$ cat config.mk
export PLATFORM = sky130hd
export DESIGN_NAME = imm_instr_encoder
export DESIGN_NICKNAME = d
export VERILOG_FILES = /design/src/rtl/imm_instr_encoder_pkg.sv /design/src/rtl/imm_instr_encoder_pack.sv /design/src/rtl/imm_instr_encoder.sv
export SDC_FILE = /design/constraint.sdc
export NUM_CORES = 1
export LEC_CHECK = 0
export CORE_AREA = 2 2 129 131
export DETAILED_ROUTE_END_ITERATION = 8
export DIE_AREA = 0 0 131 133
export GPL_ROUTABILITY_DRIVEN = 0
export PLACE_DENSITY = 0.6
export SLEW_MARGIN = 10
export SYNTH_ARGS = -nofsm -noshare
export SYNTH_HDL_FRONTEND = slang
export SYNTH_HIERARCHICAL = 1
export SYNTH_SLANG_ARGS = --single-unit
$ cat constraint.sdc
create_clock -name clk -period 2.5 [get_ports clk]
set_clock_uncertainty 0.05 [all_clocks]
set_input_delay 0.625 -clock clk [delete_from_list [all_inputs] [get_ports clk]]
set_output_delay 0.625 -clock clk [all_outputs]
set_load 0.01 [all_outputs]
$ cat src/rtl/imm_instr_encoder_pkg.sv
// Shared constants for the instruction encoder: format select, opcodes, FSM states.
package imm_instr_encoder_pkg;

  // Format select, taken from opcode[6:5]
  localparam logic [1:0] FMT_I    = 2'b00;
  localparam logic [1:0] FMT_S_R  = 2'b01;
  localparam logic [1:0] FMT_SB_A = 2'b10;
  localparam logic [1:0] FMT_SB_B = 2'b11;

  localparam logic [6:0] OPC_LOAD   = 7'b0000011;
  localparam logic [6:0] OPC_STORE  = 7'b0100011;
  localparam logic [6:0] OPC_OP     = 7'b0110011;
  localparam logic [6:0] OPC_BRANCH = 7'b1100011;

  typedef enum logic [1:0] {
    ST_IDLE = 2'd0,
    ST_LOAD = 2'd1,
    ST_DONE = 2'd2
  } state_e;

  // A 12-bit signed field holds imm only if imm[63:11] is pure sign extension.
  function automatic logic imm_fits12(input logic [63:0] imm);
    return (&imm[63:11]) | ~(|imm[63:11]);
  endfunction

endpackage

$ cat src/rtl/imm_instr_encoder_pack.sv
// Combinational field packer: places register/funct/imm fields by format
// and flags immediates that do not fit the 12-bit field.
module instr_pack
  import imm_instr_encoder_pkg::*;
(
  input  logic [6:0]  opcode_i,
  input  logic [2:0]  funct3_i,
  input  logic [6:0]  funct7_i,
  input  logic [4:0]  rd_i,
  input  logic [4:0]  rs1_i,
  input  logic [4:0]  rs2_i,
  input  logic [63:0] imm_i,
  output logic [31:0] word_o,
  output logic        imm_err_o
);

  logic [11:0] imm12;
  logic        fits;

  assign imm12 = imm_i[11:0];
  assign fits  = imm_fits12(imm_i);

  // Select layout on opcode[6:5]; R-type shares the 01 code with S-type, split by opcode[4].
  always_comb begin
    word_o    = 32'h0;
    imm_err_o = 1'b0;
    unique case (opcode_i[6:5])
      FMT_I: begin
        word_o    = {imm12, rs1_i, funct3_i, rd_i, opcode_i};
        imm_err_o = ~fits;
      end
      FMT_S_R: begin
        if (opcode_i[4]) begin
          word_o = {funct7_i, rs2_i, rs1_i, funct3_i, rd_i, opcode_i};
        end else begin
          word_o    = {imm12[11:5], rs2_i, rs1_i, funct3_i, imm12[4:0], opcode_i};
          imm_err_o = ~fits;
        end
      end
      default: begin
        // Branch layout with no implicit <<1: the field is the raw imm[11:0].
        word_o    = {imm12[11], imm12[9:4], rs2_i, rs1_i, funct3_i,
                     imm12[3:0], imm12[10], opcode_i};
        imm_err_o = ~fits;
      end
    endcase
  end

endmodule

$ cat src/rtl/imm_instr_encoder.sv
// Instruction encoder top: accepts field bundles, writes packed words to
// instruction memory one cycle later at an auto-incrementing byte address.
module imm_instr_encoder
  import imm_instr_encoder_pkg::*;
#(
  parameter int unsigned ADDR_W    = 32,
  parameter int unsigned BASE_ADDR = 0,
  parameter int unsigned DEPTH     = 64
) (
  input  logic                        clk,
  input  logic                        reset,
  input  logic                        restart,
  input  logic                        in_valid,
  output logic                        in_ready,
  input  logic                        in_last,
  input  logic [6:0]                  opcode,
  input  logic [2:0]                  funct3,
  input  logic [6:0]                  funct7,
  input  logic [4:0]                  rd,
  input  logic [4:0]                  rs1,
  input  logic [4:0]                  rs2,
  input  logic [63:0]                 imm,
  output logic                        mem_we,
  output logic [ADDR_W-1:0]           mem_addr,
  output logic [31:0]                 mem_wdata,
  output logic                        imm_err,
  output logic                        err_any,
  output logic [$clog2(DEPTH+1)-1:0]  words_written,
  output logic                        done
);

  localparam int unsigned CW = $clog2(DEPTH + 1);
  localparam logic [ADDR_W-1:0] BASE_C   = ADDR_W'(BASE_ADDR);
  localparam logic [CW-1:0]     DEPTH_M1 = CW'(DEPTH - 1);

  state_e              state_q;
  logic                mem_we_q, imm_err_q, err_any_q, err_any_d;
  logic [ADDR_W-1:0]   mem_addr_q, mem_addr_d, next_addr_q, next_addr_d;
  logic [31:0]         wdata_q, wdata_d;
  logic [CW-1:0]       count_q, count_d;
  logic [31:0]         pk_word;
  logic                pk_err;
  logic                accept, last_word, restart_ok;

  instr_pack u_pack (
    .opcode_i  (opcode),
    .funct3_i  (funct3),
    .funct7_i  (funct7),
    .rd_i      (rd),
    .rs1_i     (rs1),
    .rs2_i     (rs2),
    .imm_i     (imm),
    .word_o    (pk_word),
    .imm_err_o (pk_err)
  );

  assign in_ready   = (state_q != ST_DONE);
  assign accept     = in_valid && in_ready;
  assign last_word  = in_last || (count_q == DEPTH_M1);
  assign restart_ok = (state_q == ST_DONE) && restart;

  // Session FSM: first accept leaves IDLE, the final word (flagged or depth-limited) ends in DONE.
  always_ff @(posedge clk) begin
    if (reset) begin
      state_q <= ST_IDLE;
    end else begin
      unique case (state_q)
        ST_IDLE, ST_LOAD: if (accept) state_q <= last_word ? ST_DONE : ST_LOAD;
        ST_DONE:          if (restart) state_q <= ST_IDLE;
        default:          state_q <= ST_IDLE;
      endcase
    end
  end

  // Datapath next-state: capture word/address on accept, rewind the session on restart.
  always_comb begin
    wdata_d     = wdata_q;
    mem_addr_d  = mem_addr_q;
    next_addr_d = next_addr_q;
    count_d     = count_q;
    err_any_d   = err_any_q;
    if (accept) begin
      wdata_d     = pk_word;
      mem_addr_d  = next_addr_q;
      next_addr_d = next_addr_q + ADDR_W'(4);
      count_d     = count_q + CW'(1);
      err_any_d   = err_any_q | pk_err;
    end else if (restart_ok) begin
      mem_addr_d  = BASE_C;
      next_addr_d = BASE_C;
      count_d     = '0;
      err_any_d   = 1'b0;
    end
  end

  // Output register stage; reset also drops a write pending from the previous accept.
  always_ff @(posedge clk) begin
    if (reset) begin
      mem_we_q    <= 1'b0;
      imm_err_q   <= 1'b0;
      err_any_q   <= 1'b0;
      mem_addr_q  <= BASE_C;
      next_addr_q <= BASE_C;
      wdata_q     <= 32'h0;
      count_q     <= '0;
    end else begin
      mem_we_q    <= accept;
      imm_err_q   <= accept & pk_err;
      err_any_q   <= err_any_d;
      mem_addr_q  <= mem_addr_d;
      next_addr_q <= next_addr_d;
      wdata_q     <= wdata_d;
      count_q     <= count_d;
    end
  end

  assign mem_we        = mem_we_q;
  assign mem_addr      = mem_addr_q;
  assign mem_wdata     = wdata_q;
  assign imm_err       = imm_err_q;
  assign err_any       = err_any_q;
  assign words_written = count_q;
  assign done          = (state_q == ST_DONE);

endmodule

# Yosys cells after proc, flatten, opt, wreduce, memory -nomap -nowiden
# Cells that the tools add are included.
dict set report op_classes {
  n_addsub 2
  n_bitwise 5
  reduce_logical 10
  n_eq_ne 7
  muxes 15
}
# operator count
set op_table {}
lappend op_table {{$mux 32} 4}
lappend op_table {{$pmux 32 s2} 1}
lappend op_table {{$reduce_and 53->1} 1}
lappend op_table {{$reduce_or 53->1} 1}
lappend op_table {{$add 32x3->32 const B} 1}
lappend op_table {{$mux 7} 2}
lappend op_table {{$add 7x1->7 const B} 1}
lappend op_table {{$eq 7x6->1 const B} 1}
lappend op_table {{$mux 2} 3}
lappend op_table {{$ne 2x2->1 const B} 3}
lappend op_table {{$eq 2x1->1 const B} 2}
lappend op_table {{$logic_not 2->1} 2}
lappend op_table {{$mux 1} 4}
lappend op_table {{$pmux 2 s2} 1}
lappend op_table {{$eq 2x2->1 const B} 1}
lappend op_table {{$logic_and 1x1->1} 2}
lappend op_table {{$not 1->1} 2}
lappend op_table {{$or 1x1->1} 2}
lappend op_table {{$reduce_and 2->1} 1}
lappend op_table {{$reduce_bool 2->1} 1}
lappend op_table {{$reduce_or 2->1} 1}
lappend op_table {{$and 1x1->1} 1}
lappend op_table {{$logic_or 1x1->1} 1}
dict set report totals {
  elab_cells 47
  inputBits 101
  output_inout_bits 76
  ff_bits 108
}

# Logic depth before layout (Yosys ltp)
# Gate-level depths: netlist (run 1).
dict set report logic_depth {
  depth_word 8
  ltp_mapped 9
}

# Hierarchy
# The synthesis (run 1) kept the hierarchy.
# module area_each_um2 seq_area_each_um2 cells_per_inst instances
set by_module_without_submodules {}
lappend by_module_without_submodules {imm_instr_encoder 4093.9 2082.0 469 1}
lappend by_module_without_submodules {instr_pack 654.4 0.0 99 1}

# Worst setup path after synthesis (run 1)
# No wires, ideal clock.
dict set report synth_timing {
  kind {input to register}
  from {input in_valid}
  to {register next_addr_q[26]}
  n_path_buf 2
  setup_slack_ns 0.372
  cell_stages 6
  arrival_ns 2.016
  path_cell_list {clkbuf_1 > inv_1 > or3_1 > clkbuf_1 > or4_1 > nand3_1}
}
dict set report synth_between {
  elab_chain_len 2
  word_cells_on_any_way 3
  cone_classes {mux (1); reduce/logical (2)}
}
# item line
set synth_rtl {}
lappend synth_rtl {{from (decl)} imm_instr_encoder.sv:13} ;# input logic in_valid,
lappend synth_rtl {{$logic_and 1x1->1 (*)} imm_instr_encoder.sv:58} ;# assign accept = in_valid && in_ready;
lappend synth_rtl {{$mux 32 or $reduce_bool 2->1 (tied branches)} --}
lappend synth_rtl {{to (signal assigned)} imm_instr_encoder.sv:111} ;# next_addr_q <= next_addr_d;
lappend synth_rtl {{to (decl)} imm_instr_encoder.sv:38} ;# logic [ADDR_W-1:0] mem_addr_q, mem_addr_d, next_addr_q, next_addr_d;
# Mark *: on every way between the ends. The rest lies on a longest branch, timed or not.
# A chain may end at the register's enable or synchronous reset.

# Final worst setup path (run 1)
dict set report layout_timing {
  from {register state_q[0]}
  to {output done}
}
dict set report layout_between {
  elab_chain_len 1
}
# item line
set layout_rtl {}
lappend layout_rtl {{from (decl)} imm_instr_encoder.sv:36} ;# state_e state_q;
lappend layout_rtl {{from (signal assigned)} imm_instr_encoder.sv:68} ;# ST_IDLE, ST_LOAD: if (accept) state_q <= last_word ? ST_DONE : ST_LOAD;
lappend layout_rtl {{$eq 2x2->1} imm_instr_encoder.sv:123} ;# assign done = (state_q == ST_DONE);
lappend layout_rtl {{to (decl)} imm_instr_encoder.sv:29} ;# output logic done
# No other way between the ends.

==> metrics, run 1 <==
Core Area ~16000 um2; Slew headroom 52.4%; post-synthesis sequential area ratio a little over two fifths; max-slew violations 0; Yosys top cell area share between 40 and 50%; cts repair resizes 0; Final HPWL DP ~11 mm; Crit path arrival time 1.69 ns; Final ANT Viol Nets 0; RSZ-0062 raised after global routing no; Die ar. between 15000 and 20000 um2; DRC Markers 0; Longest Clk Path Bufs 2; FFs w/ async S/R, synth 0%; # port buffers between 150 and 200; Worst-path clk slew around 0.070 ns; Combinational Power Share around 15%; share of cells above drive strength 1 9.43%; switch share around 25%; max layer used met4; VDD IR max 0.251 mV; Warnings, synthesis 6; row count between 40 and 50; Routed WL approximately 15 mm; Yosys cell types 51; Finish-stage setup viols 0; Max-Cap Viols 0; CTS Root Cell clkbuf_16; Final Cycle Share a little over nine tenths; minimum clock period approximately 2.4 ns; register bit total from synthesis 104; H-Tree Depth 3; gr ovfl total 0; fin worst setup slack between 0.1 and 0.15 ns; clk sink count approximately 100; total track usage 16.5%; Via density ~5; share of power burned in registers ~47%; pre-CTS worst setup slack between 0.1 and 0.15 ns; Met1 Wirelength just over 6 mm; Routed met2 length about 7.1 mm; via count of the routed design 4781; Switch Pwr 922 uW; Power Total 3710 uW; synth-to-layout area growth 48.2%; post-layout util between 40% and 50%; Ports 177; Inst Count DP 936; crit start category register; area leader, netlist dfxtp_1; Non-Filler Instances 952; Internal roughly 2800 uW; outcome completed; antenna violations before repair 0; Final nets 830; First-pass DRT Iterations 4; top-count cell post-synth nand2_1; Num CTS Buffers 9; pin count of the biggest net entering global routing 68; Post-Syn Area roughly 4700 um2; CTS tree done; Iter 0 DRT Violations 287; Power Density between 500 and 600 nW/um2; Filler cells 1588; worst min path class register to register; Die W approximately 130 um; starting density of the core between 20% and 30%; Avg Cell Area, Syn 8.36 um2; clock share of power 38.6%; Final Hold Fails 0; Leak about 0.0025 uW; Setup TNS 0 ns; Post-CTS Hold Buffers 0; crit end category output pin; crit path kind register to output pin; diodes inserted 0; die outline height between 100 and 150 um; WP data required between 1.5 and 2 ns; synth top area cells dfxtp_1, nand2_1, a21oi_1; Worst Path Max Fanout 7; worst skew pair latency approximately 0.36 ns; Post-synth EDFFs 0; wire length on met3 1.01 mm; Synth top cells by count nand2_1, dfxtp_1, a21oi_1; ys flop type dfxtp_1; setup bufs post-CTS 0; Mapped Cells about 570; routed len/inst 15.4 um; vias in the first global route approximately 4600; worst-margin pin slew between 0.7 and 0.8 ns; first-pass GRT wire length 22.8 mm; fmax approximately 420 MHz
placed cells by master, fill, tap and decap left out, types with 12 or more instances in the layout:
master / count
mux2_2: 12
dfxtp_1: 104
clkdlybuf4s50_1: 173
mux2i_1: 12
nor2_1: 26
nor4_1: 18
nand4_1: 22
buf_4: 23
o21ai_0: 23
a22o_1: 27
a21oi_1: 53
nand2_1: 108
nand3_1: 18
cells by family (layout without fill, tap and decap cells):
group	Yosys count	in the layout	share of synthesized area, %
DFF	104	104	43.8
buffers and inverters	61	224	6.32
other	1	2	0.0790
adders and majority gates	2	2	0.527
and+or+nand+nor	244	244	26.0
muxes	24	24	5.38
AOI/OAI and AO/OA	132	132	17.8
per-layer routing:
metal,up-vias,global-route usage (%)
li1,2373,-
met1,2241,19.3
met2,142,28.6
met3,25,4.08
met4,0,6.44
met5,-,0
per-stage QoR:
step	hold WS, ns	cell area [um2]
detailed placement	0.396	6740
global route	0.421	7040
CTS	0.406	7040
global placement	0.388	6740
floorplan	0.376	4750
finish	0.403	7040
state kept, by name (all words and copies together), names as in the netlist:
| register | cells |
|---|---|
| mem_addr | 30 |
| mem_wdata | 32 |
| imm_err | 1 |
| err_any | 1 |
| words_written | 7 |
| mem_we | 1 |
| state_q | 2 |
| next_addr_q | 30 |
layout make-up:
type / instances / area, um2 / share of cell area [%]
flip-flops and latches: 104 / 2080 / 29.6
well taps: 220 / 275 / 3.91
clock inverters: 6 / 67.6 / 0.960
clock buffers: 10 / 229 / 3.25
multi-input cells: 404 / 2380 / 33.9
repair buffers: 200 / 1970 / 28.0
inverters: 8 / 30.0 / 0.427
critical path, stage by stage (launching register included):
cell and delay, ns:
dfxtp_1 0.31, nand2b_1 0.25, inv_2 0.17, clkdlybuf4s50_1 0.60
final timing paths:
kind,start,to,slack (ns),cells after the start
setup / recovery,state_q[0]$_SDFFE_PP0P_,done,0.13,3
hold / removal,mem_wdata[6]$_SDFFE_PP0P_,mem_wdata[6]$_SDFFE_PP0P_,0.40,2
setup reg to reg,next_addr_q[2]$_SDFFE_PP0P_,next_addr_q[12]$_SDFFE_PP0P_,0.46,6
hold reg to reg,mem_wdata[6]$_SDFFE_PP0P_,mem_wdata[6]$_SDFFE_PP0P_,0.40,2
power by group through the flow:
stage          Sequential (uW)  Clock (uW)  Combinational [uW]
4_1_cts                   1730        1480                 552
3_3_place_gp              1760           0                 543
2_1_floorplan             1780           0                 202
5_1_grt                   1730        1540                 593
6_report                  1730        1430                 547
3_5_place_dp              1770           0                 549
No activity file was read; power rests on OpenSTA's default activity.
==> run 2: changes to the inputs <==
- CELL_PAD_IN_SITES_DETAIL_PLACEMENT: default -> 0
- CELL_PAD_IN_SITES_GLOBAL_PLACEMENT: default -> 1
- PLACE_DENSITY: 0.6 -> 0.78
- SKIP_CTS_REPAIR_TIMING: default -> 1
==> run 2 against run 1 <==
  * Clock power up 12%
  * Sequential share of layout area down 0.18 points
  * Hold slack about the same
  * Largest cell class unchanged
  * Highest routed layer unchanged
  * Critical path depth unchanged
  * Total power up 4.9%
==> metrics, run 2 (same netlist as run 1, synthesis figures left out) <==
VDD IR max 0.259 mV (+3.3%); Leak 0.00256 uW (+0.95%); total track usage 17.4% (+0.88 points); First-pass DRT Iterations 4 (unchanged); Core Area 16200 um2 (unchanged); pin count of the biggest net entering global routing 41 (-40%); critical path's largest stage delay 0.56 ns (-0.04 ns); Die ar. 17400 um2 (unchanged); routed len/inst 16.6 um (+8.1%); share of cells above drive strength 1 9.56% (+0.14 points); Worst Path Max Fanout 7 (unchanged); vias in the first global route 4764 (+3.0%); H-Tree Depth 3 (unchanged); Slew headroom 62.6% (+10 points); register area 2080 um2 (unchanged); Power Density 549 nW/um2 (+4.2%); Crit path arrival time 1.68 ns (about the same); Critical Path Slowest Stage Cell clkdlybuf4s50_1; area of the multi-input gates 2390 um2 (+0.10%); max reg flops 32 (unchanged); CTS tree done; critical path, cell by cell nand2b_2 -> inv_2 -> clkdlybuf4s50_1; Max-Cap Viols 0 (unchanged); Iter 0 DRT Violations 254 (-11%); Finish-stage setup viols 0 (unchanged); Final Hold Fails 0 (unchanged); Final Cycle Share 94.0% (-0.63 points); starting density of the core 29.4% (unchanged); Hold Slack 0.402 ns (-0.000321 ns); CTS Root Cell clkbuf_16; worst-margin pin slew 0.556 ns (-0.158 ns); r2r setup slk 0.40 ns (-0.06 ns); Power Total 3890 uW (+4.9%); minimum clock period 2.35 ns (-0.0156 ns); Ports 177 (unchanged); via count of the routed design 4863 (+1.7%); Final ANT Viol Nets 0 (unchanged); crit path kind register to output pin; Final HPWL DP 11.9 mm (+8.6%); antenna violations before repair 0 (unchanged); Num CTS Buffers 9 (unchanged); crit end category output pin; max-slew violations 0 (unchanged); row count 47 (unchanged); Worst-path clk slew 0.07 ns (about the same); clk sink count 104 (unchanged); fmax 425 MHz (+0.67%); most frequent cells in the layout clkdlybuf4s50_1, nand2_1, dfxtp_1; worst skew pair latency 0.35 ns (about the same); RSZ-0062 raised after global routing no; CP delay by family, top buffers and inverters; gr ovfl total 0 (unchanged); most common cell after layout, fill and taps aside clkdlybuf4s50_1; # port buffers 174 (unchanged); Filler cells 1598 (+0.63%); Final nets 830 (unchanged); diodes inserted 0 (unchanged); DRC Markers 0 (unchanged); worst min path class register to register; Via density 5.11 (+1.7%); crit start category register; post-layout util 43.8% (+0.26 points); synth-to-layout area growth 49.1%; Die W 131 um (unchanged); Routed WL 15.8 mm (+8.1%); WP buf/inv 2 (unchanged); die outline height 133 um (unchanged); first-pass GRT wire length 23.8 mm (+4.4%); WP data required 1.82 ns (about the same); Longest Clk Path Bufs 2 (unchanged); outcome completed
-- run 2: power by group --
part	switching [uW]	total (uW)	leakage, uW	internal (uW)
Clock	624	1600	0.000162	976
Combinational	255	559	0.00155	305
Sequential	26.1	1730	0.000845	1700
-- run 2: layer usage --
layer / track usage (%) / up-vias / routed length, um
li1: - / 2367 / -
met1: 20.3 / 2338 / 6610
met2: 30.9 / 138 / 7790
met3: 3.64 / 20 / 1140
met4: 6.15 / 0 / 289
met5: 0 / - / 0
-- run 2: tightest hold or removal path, stage by stage, from the launching register on --
cell	delay (ns)
dfxtp_1	0.31
nand2_1	0.05
a21oi_1	0.05
-- run 2: through the flow --
stage | instance area (um2) | worst slack (ns) | std cells | TNS (ns)
detailed placement | 6740 | -0.0512 | 936 | -0.0552
global placement | 6740 | 0.00983 | 936 | 0
floorplan | 4750 | 0.372 | 569 | 0
CTS | 7080 | 0.0292 | 952 | 0
global route | 7080 | 0.0862 | 952 | 0
finish | 7080 | 0.149 | 952 | 0
-- run 2: layout make-up --
cell class / instances / area share [%]
multi-input combinational: 404 / 33.7
sequential: 104 / 29.4
timing repair buffer: 200 / 27.8
tap: 220 / 3.89
clock buffer: 10 / 3.23
clock inverter: 6 / 1.52
inverter: 8 / 0.424
-- run 2: worst paths after layout --
check,from,endpoint,cells after the start
max,state_q[0]$_SDFFE_PP0P_,done,3
min,mem_wdata[25]$_SDFFE_PP0P_,mem_wdata[25]$_SDFFE_PP0P_,2
max reg2reg,next_addr_q[2]$_SDFFE_PP0P_,next_addr_q[30]$_SDFFE_PP0P_,6
min reg2reg,mem_wdata[25]$_SDFFE_PP0P_,mem_wdata[25]$_SDFFE_PP0P_,2
